--- src/rtl/pokey_audio_decim_if.sv ---
// PCM sample handshake between the POKEY decimator and the codec/serializer stage.
// The producer drives data/valid, the consumer drives ready.
interface pokey_audio_decim_if;
   logic signed [15:0] pcm_data;
   logic               pcm_valid;
   logic               pcm_ready;

   modport master (output pcm_data, output pcm_valid, input pcm_ready);
   modport slave  (input pcm_data, input pcm_valid, output pcm_ready);
endinterface

--- src/rtl/pokey_audio_decim.sv ---
// Box-car decimator: averages NUM_CH unsigned POKEY audout buses over DECIM clocks
// and emits 16-bit two's-complement PCM through a valid/ready handshake.
module pokey_audio_decim #(
   parameter int NUM_CH = 3,
   parameter int DECIM  = 32,
   parameter int DLOG   = 5
) (
   input  logic                  clk_i,
   input  logic                  rst,
   input  logic [8*NUM_CH-1:0]   audin,
   input  logic [NUM_CH-1:0]     ch_en,
   input  logic                  mute,
   output logic                  tick,
   output logic                  overrun,
   input  logic                  clr_ovr,
   pokey_audio_decim_if.master   pcm
);

   localparam int ACC_W = 10 + DLOG;

   // Offset-binary average to two's complement; mute overrides the sample.
   function automatic logic signed [15:0] to_pcm(input logic [ACC_W-1:0] total,
                                                 input logic             mute_in);
      logic [9:0] avg;
      avg = total[DLOG+9:DLOG];
      if (mute_in)
         return 16'sh0000;
      return $signed({avg, 6'b0} ^ 16'h8000);
   endfunction

   logic [9:0]              w_sum;
   logic [ACC_W-1:0]        w_total;
   logic                    w_close;
   logic                    w_hs;
   logic [DLOG-1:0]         r_phase;
   logic [ACC_W-1:0]        r_acc;
   logic signed [15:0]      r_pcm_data;
   logic                    r_pcm_valid;
   logic                    r_tick;
   logic                    r_overrun;

   always_comb begin
      w_sum = '0;
      for (int k = 0; k < NUM_CH; k++) begin
         if (ch_en[k])
            w_sum = w_sum + {2'b00, audin[8*k +: 8]};
      end
   end

   assign w_total = r_acc + {{DLOG{1'b0}}, w_sum};
   assign w_close = (r_phase == DLOG'(DECIM - 1));
   assign w_hs    = r_pcm_valid & pcm.pcm_ready;

   // Stage p0: window accumulation; the phase counter wraps naturally at DECIM.
   always_ff @(posedge clk_i) begin
      if (rst) begin
         r_phase <= '0;
         r_acc   <= '0;
      end else begin
         r_phase <= r_phase + 1'b1;
         if (r_phase == '0)
            r_acc <= {{DLOG{1'b0}}, w_sum};
         else
            r_acc <= w_total;
      end
   end

   // Stage p1: output register with overrun detection on a blocked close.
   always_ff @(posedge clk_i) begin
      if (rst) begin
         r_pcm_data  <= '0;
         r_pcm_valid <= 1'b0;
         r_tick      <= 1'b0;
         r_overrun   <= 1'b0;
      end else begin
         r_tick <= w_close;
         if (w_close) begin
            if (!r_pcm_valid || w_hs) begin
               r_pcm_data  <= to_pcm(w_total, mute);
               r_pcm_valid <= 1'b1;
            end
         end else if (w_hs) begin
            r_pcm_valid <= 1'b0;
         end
         if (w_close && r_pcm_valid && !w_hs)
            r_overrun <= 1'b1;
         else if (clr_ovr)
            r_overrun <= 1'b0;
      end
   end

   assign pcm.pcm_data  = r_pcm_data;
   assign pcm.pcm_valid = r_pcm_valid;
   assign tick          = r_tick;
   assign overrun       = r_overrun;

endmodule

--- src/flat_wrapper.sv ---
// flat-port wrapper written by rule: the top's interface ports become plain ports
module pokey_audio_decim_flat 
#(
   parameter int NUM_CH = 3,
   parameter int DECIM  = 32,
   parameter int DLOG   = 5
)
  (clk_i, rst, audin, ch_en, mute, tick, overrun, clr_ovr, pcm_pcm_data, pcm_pcm_valid, pcm_pcm_ready);
  pokey_audio_decim_if pcm_i ();
  input  logic clk_i;
  input  logic rst;
  input  logic [8*NUM_CH-1:0] audin;
  input  logic [NUM_CH-1:0] ch_en;
  input  logic mute;
  output logic tick;
  output logic overrun;
  input  logic clr_ovr;
  output wire logic [$bits(pcm_i.pcm_data)-1:0] pcm_pcm_data;
  output wire logic [$bits(pcm_i.pcm_valid)-1:0] pcm_pcm_valid;
  input wire logic [$bits(pcm_i.pcm_ready)-1:0] pcm_pcm_ready;
  assign pcm_pcm_data = pcm_i.pcm_data;
  assign pcm_pcm_valid = pcm_i.pcm_valid;
  assign pcm_i.pcm_ready = pcm_pcm_ready;
  pokey_audio_decim #(.NUM_CH(NUM_CH), .DECIM(DECIM), .DLOG(DLOG)) u_core (.clk_i(clk_i), .rst(rst), .audin(audin), .ch_en(ch_en), .mute(mute), .tick(tick), .overrun(overrun), .clr_ovr(clr_ovr), .pcm(pcm_i));
endmodule
--- config.mk ---
export PLATFORM = sky130hd
export DESIGN_NAME = pokey_audio_decim_flat
export DESIGN_NICKNAME = d
export VERILOG_FILES = /design/src/rtl/pokey_audio_decim_if.sv /design/src/rtl/pokey_audio_decim.sv /design/src/flat_wrapper.sv
export SDC_FILE = /design/constraint.sdc
export NUM_CORES = 1
export LEC_CHECK = 0
export BUFFER_PORTS_ARGS = -buffer_cell sky130_fd_sc_hd__buf_2
export CORE_MARGIN = 2
export CORE_UTILIZATION = 58
export CTS_BUF_LIST = sky130_fd_sc_hd__clkbuf_8
export CTS_CLUSTER_DIAMETER = 120
export DETAILED_ROUTE_END_ITERATION = 7
export GPL_TIMING_DRIVEN = 0
export MAX_ROUTING_LAYER = met4
export PLACE_DENSITY = 0.83
export REMOVE_ABC_BUFFERS = 1
export SYNTH_ARGS = -nofsm -noshare
export SYNTH_HDL_FRONTEND = slang
export SYNTH_SLANG_ARGS = --single-unit
--- constraint.sdc ---
create_clock -name clk_i -period 7 [get_ports clk_i]
set_input_delay 1.4 -clock clk_i [delete_from_list [all_inputs] [get_ports clk_i]]
set_output_delay 1.4 -clock clk_i [all_outputs]
set_load 0.03 [all_outputs]
==> results of run 1 <==
==> power by group <==
group	switching (mW)	leakage (nW)	internal, mW
logic	0.189	1.03	0.152
registers	0.00966	0.269	0.209
clock network	0.0715	0.0439	0.0685
==> kinds of logic after synthesis <==
logic type | Yosys count | share of synthesized area [%]
adder cells (fa/ha/maj) | 32 | 16.31
AND/OR/NAND/NOR | 84 | 16.50
XOR/XNOR | 22 | 7.429
AO/OA/AOI/OAI | 86 | 24.17
flip-flops | 33 | 25.47
other | 1 | 0.1446
buffers and inverters | 23 | 4.872
multiplexers | 12 | 5.113
==> through the flow <==
stage | setup WS (ns) | power (mW) | area [sq um] | instances
6_report | 0.9808 | 0.7000 | 2899 | 390
5_1_grt | 0.5773 | 0.7466 | 2899 | 390
4_1_cts | 1.063 | 0.6991 | 2899 | 390
3_5_place_dp | 0.7732 | 0.5589 | 2813 | 382
3_3_place_gp | 0.9217 | 0.5445 | 2813 | 382
2_1_floorplan | 1.540 | 0.4889 | 2527 | 286
==> flip-flops by register name (all words and copies together) (netlist names) <==
name / count
u_core.r_phase: 5
u_core.pcm.pcm_data: 10
u_core.pcm.pcm_valid: 1
u_core.tick: 1
u_core.overrun: 1
u_core.r_acc: 15
==> cell type report <==
type | instances | area [sq um] | share of cell area, %
clock inverter | 3 | 17.52 | 0.6042
inverter | 11 | 41.29 | 1.424
multi-input combinational | 242 | 1826 | 62.97
sequential | 33 | 660.6 | 22.79
clock buffer | 5 | 68.82 | 2.374
tap | 52 | 65.06 | 2.244
timing repair buffer | 44 | 220.2 | 7.596
==> worst max-delay path: stages <==
cell and delay [ns]:
buf_2 0.16, and2_2 0.17, ha_1 0.20, inv_1 0.07
fa_1 0.40, nor2b_1 0.16, o21ai_1 0.09, a211oi_1 0.49
nor3_1 0.11, o31ai_1 0.30, ha_1 0.32, a21oi_1 0.14
nor2_1 0.08, xor2_1 0.15, mux2_4 0.28, ha_1 0.21
nor4_1 0.31, o21ai_1 0.17, a311oi_1 0.51, nor2_1 0.11
xnor2_1 0.16, a22o_1 0.20
==> cell usage after synthesis (2+ instances only) <==
| cell | count |
|---|---|
| a211oi_1 | 4 |
| a21o_1 | 6 |
| a21oi_1 | 16 |
| a221o_1 | 2 |
| a22o_1 | 6 |
| a22oi_1 | 2 |
| a31oi_1 | 2 |
| a32o_1 | 3 |
| and2_1 | 2 |
| and2_2 | 6 |
| and3_1 | 2 |
| buf_4 | 6 |
| clkbuf_1 | 3 |
| dfxtp_1 | 33 |
| fa_1 | 3 |
| ha_1 | 29 |
| inv_1 | 10 |
| mux2_2 | 6 |
| mux2i_1 | 5 |
| nand2_1 | 16 |
| nand2b_1 | 6 |
| nor2_1 | 29 |
| nor2b_1 | 8 |
| nor3_1 | 5 |
| nor4_1 | 2 |
| o21a_1 | 11 |
| o21ai_0 | 13 |
| o21ai_1 | 6 |
| o21bai_1 | 3 |
| o31a_1 | 2 |
| o31ai_1 | 2 |
| or2_2 | 2 |
| xnor2_1 | 11 |
| xor2_1 | 11 |
==> per-layer routing <==
metal  wire length, um  global-route usage [%]
met1              2324                   27.20
met4               104                   7.547
met5                 0                       -
met3               259                   3.846
met2              2318                   36.03
==> worst paths after layout <==
check / end / slack (ns) / depth (start not counted)
worst max-delay path: u_core.pcm.pcm_data[15]$_SDFFE_PP0P_ / 0.98 / 22
worst min-delay path: u_core.pcm.pcm_data[13]$_SDFFE_PP0P_ / 0.45 / 2
worst max register to register: u_core.pcm.pcm_data[15]$_SDFFE_PP0P_ / 4.38 / 9
worst min register to register: u_core.pcm.pcm_data[13]$_SDFFE_PP0P_ / 0.45 / 2
==> metrics.txt, run 1 <==
pwr dens=241.5 nW/um^2; commonest non-fill, non-tap cells in the layout=buf_2, dfxtp_1, nor2_1, ha_1; Mapped Cells=roughly 290; hold_buf cts=0; origin of the worst setup path=ch_en[0]; area delta synth->final=11.77%; CTS Buf Count=5; fmax=roughly 170 MHz; H-tree depth=2; post-CTS resize count=0; Row Count=24; post-CTS setup buffer count=0; Slew Limit Fails=0; drt pass-1 iters=5; # IOs=between 50 and 60; remaining antenna violation count after routing=0; CTS max path bufs=2; outcome=complete, no violations; Worst Path Arrival=6.21 ns; Clock Pin Slew Worst Setup and Hold Paths=about 0.070 ns; first-iteration detailed-routing DRC count=80; vias after detailed routing=approximately 2.2k; first-pass GRT wire length=just under 9000 um; CP endpoint kind=register; Area contributors post-synth=dfxtp_1, ha_1, nor2_1, xnor2_1, xor2_1; type of the worst setup path=in2reg; die height=about 70 um; CTS tree=yes; final core area utilization=67.04%; final setup vio count=0; final wirelength=between 5000 and 6000 um; Starting Density=~60%; GR Util All Layers=between 20 and 25%; HPWL after DPL=about 4000 um; predominant post-synthesis flop cell=dfxtp_1; commonest non-fill, non-tap cell in the layout=buf_2; slew margin rel.=a little under half; Hold Path Class=reg2reg; Syn Std Cell Area=2594 sq um; routability cong.=between 0.9 and 1; EDFF count, synth=0; register area share after synthesis=between 20% and 30%; Fillers=roughly 370; Yosys top cell area share=25.47%; crit start category=primary input; DRC=0; Die Span X=roughly 70 um; vias per cell=about 5.6; synthesized flop and latch total=33; nets@finish=401; Final Cycle Share=a little under nine tenths; fin crit period=6.019 ns; Mapped Avg Cell Area=roughly 8.9 sq um; maxcap violations=0; HP Start=u_core.pcm.pcm_data[13]$_SDFFE_PP0P_; RSZ-0062 raised after global routing=false; Pleak=1.347 nW; ys async rst share=0%; Cell variety after synth=54; yosys warns=0; post-DR wirelength/cell=roughly 13 um; hold slack final=0.4514 ns; crit-path max FO=8; share of layout cells above drive strength 1=21.60%; clk_lat worst skew=between 0.2 and 0.3 ns; port buffer count=44; Worst Path Required=roughly 7.2 ns; setup TNS=0 ns; Clock Sinks=33; area leader, netlist=dfxtp_1; n_diodes=0; Worst-Margin Slew=0.8189 ns; initial antenna violation count=0; largest net degree at the start of global routing=21; clk root buf=clkbuf_8; die area=5023 sq um; peak supply drop=about 0.00017 V; endpoints failing hold=0; core area=~4300 sq um; clock skew=between 0.004 and 0.005 ns; GR Overflow Total=0; vias in the first global route=between 2k and 2.5k; reg-to-reg startpoint=u_core.r_acc[0]$_SDFF_PP0_
Note: power is estimated with default switching activity, not from simulation.
==> run 2, diff against run 1 <==
Settings changed: ABC_AREA set to 1, PLACE_DENSITY 0.83 to 0.82.
==> metrics.txt, run 2 <==
Pleak=1.686 nW (+25%); fin crit period=5.234 ns (-0.7854 ns); crit path buf inv count=6 (+4); final core area utilization=66.60% (-0.45 points); post-CTS resize count=0 (unchanged); max incr delay on CP=0.40 ns (-0.11 ns); final wirelength=5830 um (+16%); most common cell in the netlist=nand2_1; Worst-Margin Slew=0.6318 ns (-0.1871 ns); flop2flop setup slack=4.89 ns (+0.51 ns); area delta synth->final=10.90%; # placed instances=525 (+37%); slew margin rel.=57.72% (+12 points); HPWL after DPL=4769 um (+19%); pwr dens=202.5 nW/um^2 (-16%); yosys warns=0 (unchanged); EDFF count, synth=0 (unchanged); initial antenna violation count=0 (unchanged); n_diodes=0 (unchanged); Clock Sinks=33 (unchanged); endpoints failing hold=0 (unchanged); R2R Path End=u_core.pcm.pcm_data[8]$_SDFFE_PP0P_; register area share after synthesis=23.29% (-2.2 points); Starting Density=60.05% (+0.070 points); predominant post-synthesis flop cell=dfxtp_1; final instance area=3146 sq um (+8.5%); area leader, netlist=dfxtp_1; first-iteration detailed-routing DRC count=180 (+130%); CP endpoint kind=register; # IOs=51 (unchanged); first-pass GRT wire length=10090 um (+15%); Layout Cells excl Fill=533 (+37%); CTS Buf Count=5 (unchanged); peak supply drop=0.0001360 V (-19%); vias in the first global route=2407 (+13%); clk root buf=clkbuf_8; Worst Path Arrival=5.40 ns (-0.81 ns); Mapped Avg Cell Area=6.737 sq um (-24%); Syn Std Cell Area=2836 sq um (+9.4%); overall power=0.6370 mW (-9.0%); Biggest register=u_core.r_acc; Clock Pin Slew Worst Setup and Hold Paths=0.07 ns (about the same); Die Span X=73.93 um (+4.3%); die height=73.93 um (+4.3%); commonest non-fill, non-tap cells in the layout=nand2_1, inv_1, buf_2; final setup vio count=0 (unchanged); Yosys top cell area share=23.29% (-2.2 points); Area contributors post-synth=dfxtp_1, nand2_1, ha_1, nand3_1, inv_1; Mapped Cells=421 (+44%); port buffer count=44 (unchanged); DRC=0 (unchanged); CP most frequent cell=nand2_1; Cell variety after synth=42 (-22%); commonest non-fill, non-tap cell in the layout=nand2_1; largest net degree at the start of global routing=19 (-9.5%); Hold Path Class=reg2reg; post-CTS setup buffer count=0 (unchanged); Slew Limit Fails=0 (unchanged); routability cong.=0.9241 (about the same); maxcap violations=0 (unchanged); area of the multi-input gates=1907 sq um (+4.5%); origin of the worst setup path=ch_en[0]; clock skew=0.003772 ns (-0.0004182 ns); drt pass-1 iters=4 (-1); synthesized flop and latch total=33 (unchanged); CTS max path bufs=2 (unchanged); crit-path max FO=11 (+3); vias after detailed routing=2761 (+26%); CP Capture Point=u_core.pcm.pcm_data[13]$_SDFFE_PP0P_; GR Overflow Total=0 (unchanged); Worst path slowest cell=fa_1; reg-to-reg startpoint=u_core.r_phase[0]$_SDFF_PP0_; WP depth=30 (+36%); HP Start=u_core.pcm.pcm_data[14]$_SDFFE_PP0P_; H-tree depth=2 (unchanged); Placed Area=3063 sq um (+8.9%); outcome=complete, no violations; Reg area=660.6 sq um (unchanged); clk_lat worst skew=0.29 ns (about the same); setup TNS=0 ns (unchanged); vias per cell=5.180 (-7.6%); Worst Path Required=7.16 ns (-0.03 ns); number of flip-flops in the largest register=15 (unchanged); Largest delay share family, worst path=simple AND/OR/NAND/NOR gates; nets@finish=529 (+32%); hold_buf cts=0 (unchanged); crit start category=primary input; type of the worst setup path=in2reg; ys async rst share=0% (unchanged); CTS tree=yes; GR Util All Layers=23.48% (+1.6 points); post-DR wirelength/cell=10.94 um (-15%); Synth top cells by count=nand2_1, inv_1, nand3_1; share of layout cells above drive strength 1=15.67% (-5.9 points); core area=4723 sq um (+9.2%); RSZ-0062 raised after global routing=false; Row Count=25 (+4.2%); die area=5466 sq um (+8.8%); remaining antenna violation count after routing=0 (unchanged); fmax=191.1 MHz (+15%); R2R depth=8 (-1); Final Cycle Share=74.77% (-11 points); Fillers=433 (+16%)
-- run 2: layout make-up --
type | count | share of cell area, %
clock buffers | 5 | 2.188
flip-flops and latches | 33 | 21.00
repair buffers | 44 | 7.001
multi-input cells | 330 | 60.62
well taps | 67 | 2.665
inverters | 51 | 6.086
clock inverters | 3 | 0.4375
-- run 2: worst min path at each step --
| stage | end | cells past startpoint |
|---|---|---|
| after detailed placement | u_core.pcm.pcm_data[12]$_SDFFE_PP0P_ | 2 |
| after global routing | u_core.overrun$_SDFFE_PP0P_ | 2 |
| after CTS | u_core.pcm.pcm_data[12]$_SDFFE_PP0P_ | 2 |
| after floorplan | u_core.r_phase[0]$_SDFF_PP0_ | 1 |
| final | u_core.pcm.pcm_data[14]$_SDFFE_PP0P_ | 2 |
| after global placement | u_core.r_phase[0]$_SDFF_PP0_ | 1 |
-- run 2: through the flow --
stage	hold WS [ns]	worst slack (ns)
after floorplan	0.4300	2.213
after global placement	0.4468	1.560
after detailed placement	0.4517	1.528
after CTS	0.4624	1.795
after global routing	0.4795	1.349
final	0.4616	1.766
-- run 2: cell families after synthesis --
family	count (synthesis)	share of synthesized area, %
buffers and inverters	63	10.15
flip-flops	33	23.29
XOR/XNOR	10	3.088
adder cells (fa/ha/maj)	32	14.91
AO/OA/AOI/OAI	57	11.73
AND/OR/NAND/NOR	225	36.70
other	1	0.1322
-- run 2: where the power goes --
group | internal (mW) | switching, mW | leakage (nW)
clock | 0.0674 | 0.0699 | 0.0491
sequential | 0.206 | 0.00744 | 0.269
combinational | 0.107 | 0.180 | 1.37
-- run 2: metal layers --
metal	GRT usage [%]	vias to the layer above	part of all wire (%)
li1	-	1451	-
met2	36.81	54	45
met4	4.646	0	0.74
met5	-	-	0
met3	4.201	9	4.5
met1	31.94	1247	49
-- run 2: tightest hold or removal path, cell delays in order, from the launching register on --
cell and delay [ns]:
dfxtp_1 0.31, nand2_1 0.06, a21oi_1 0.05
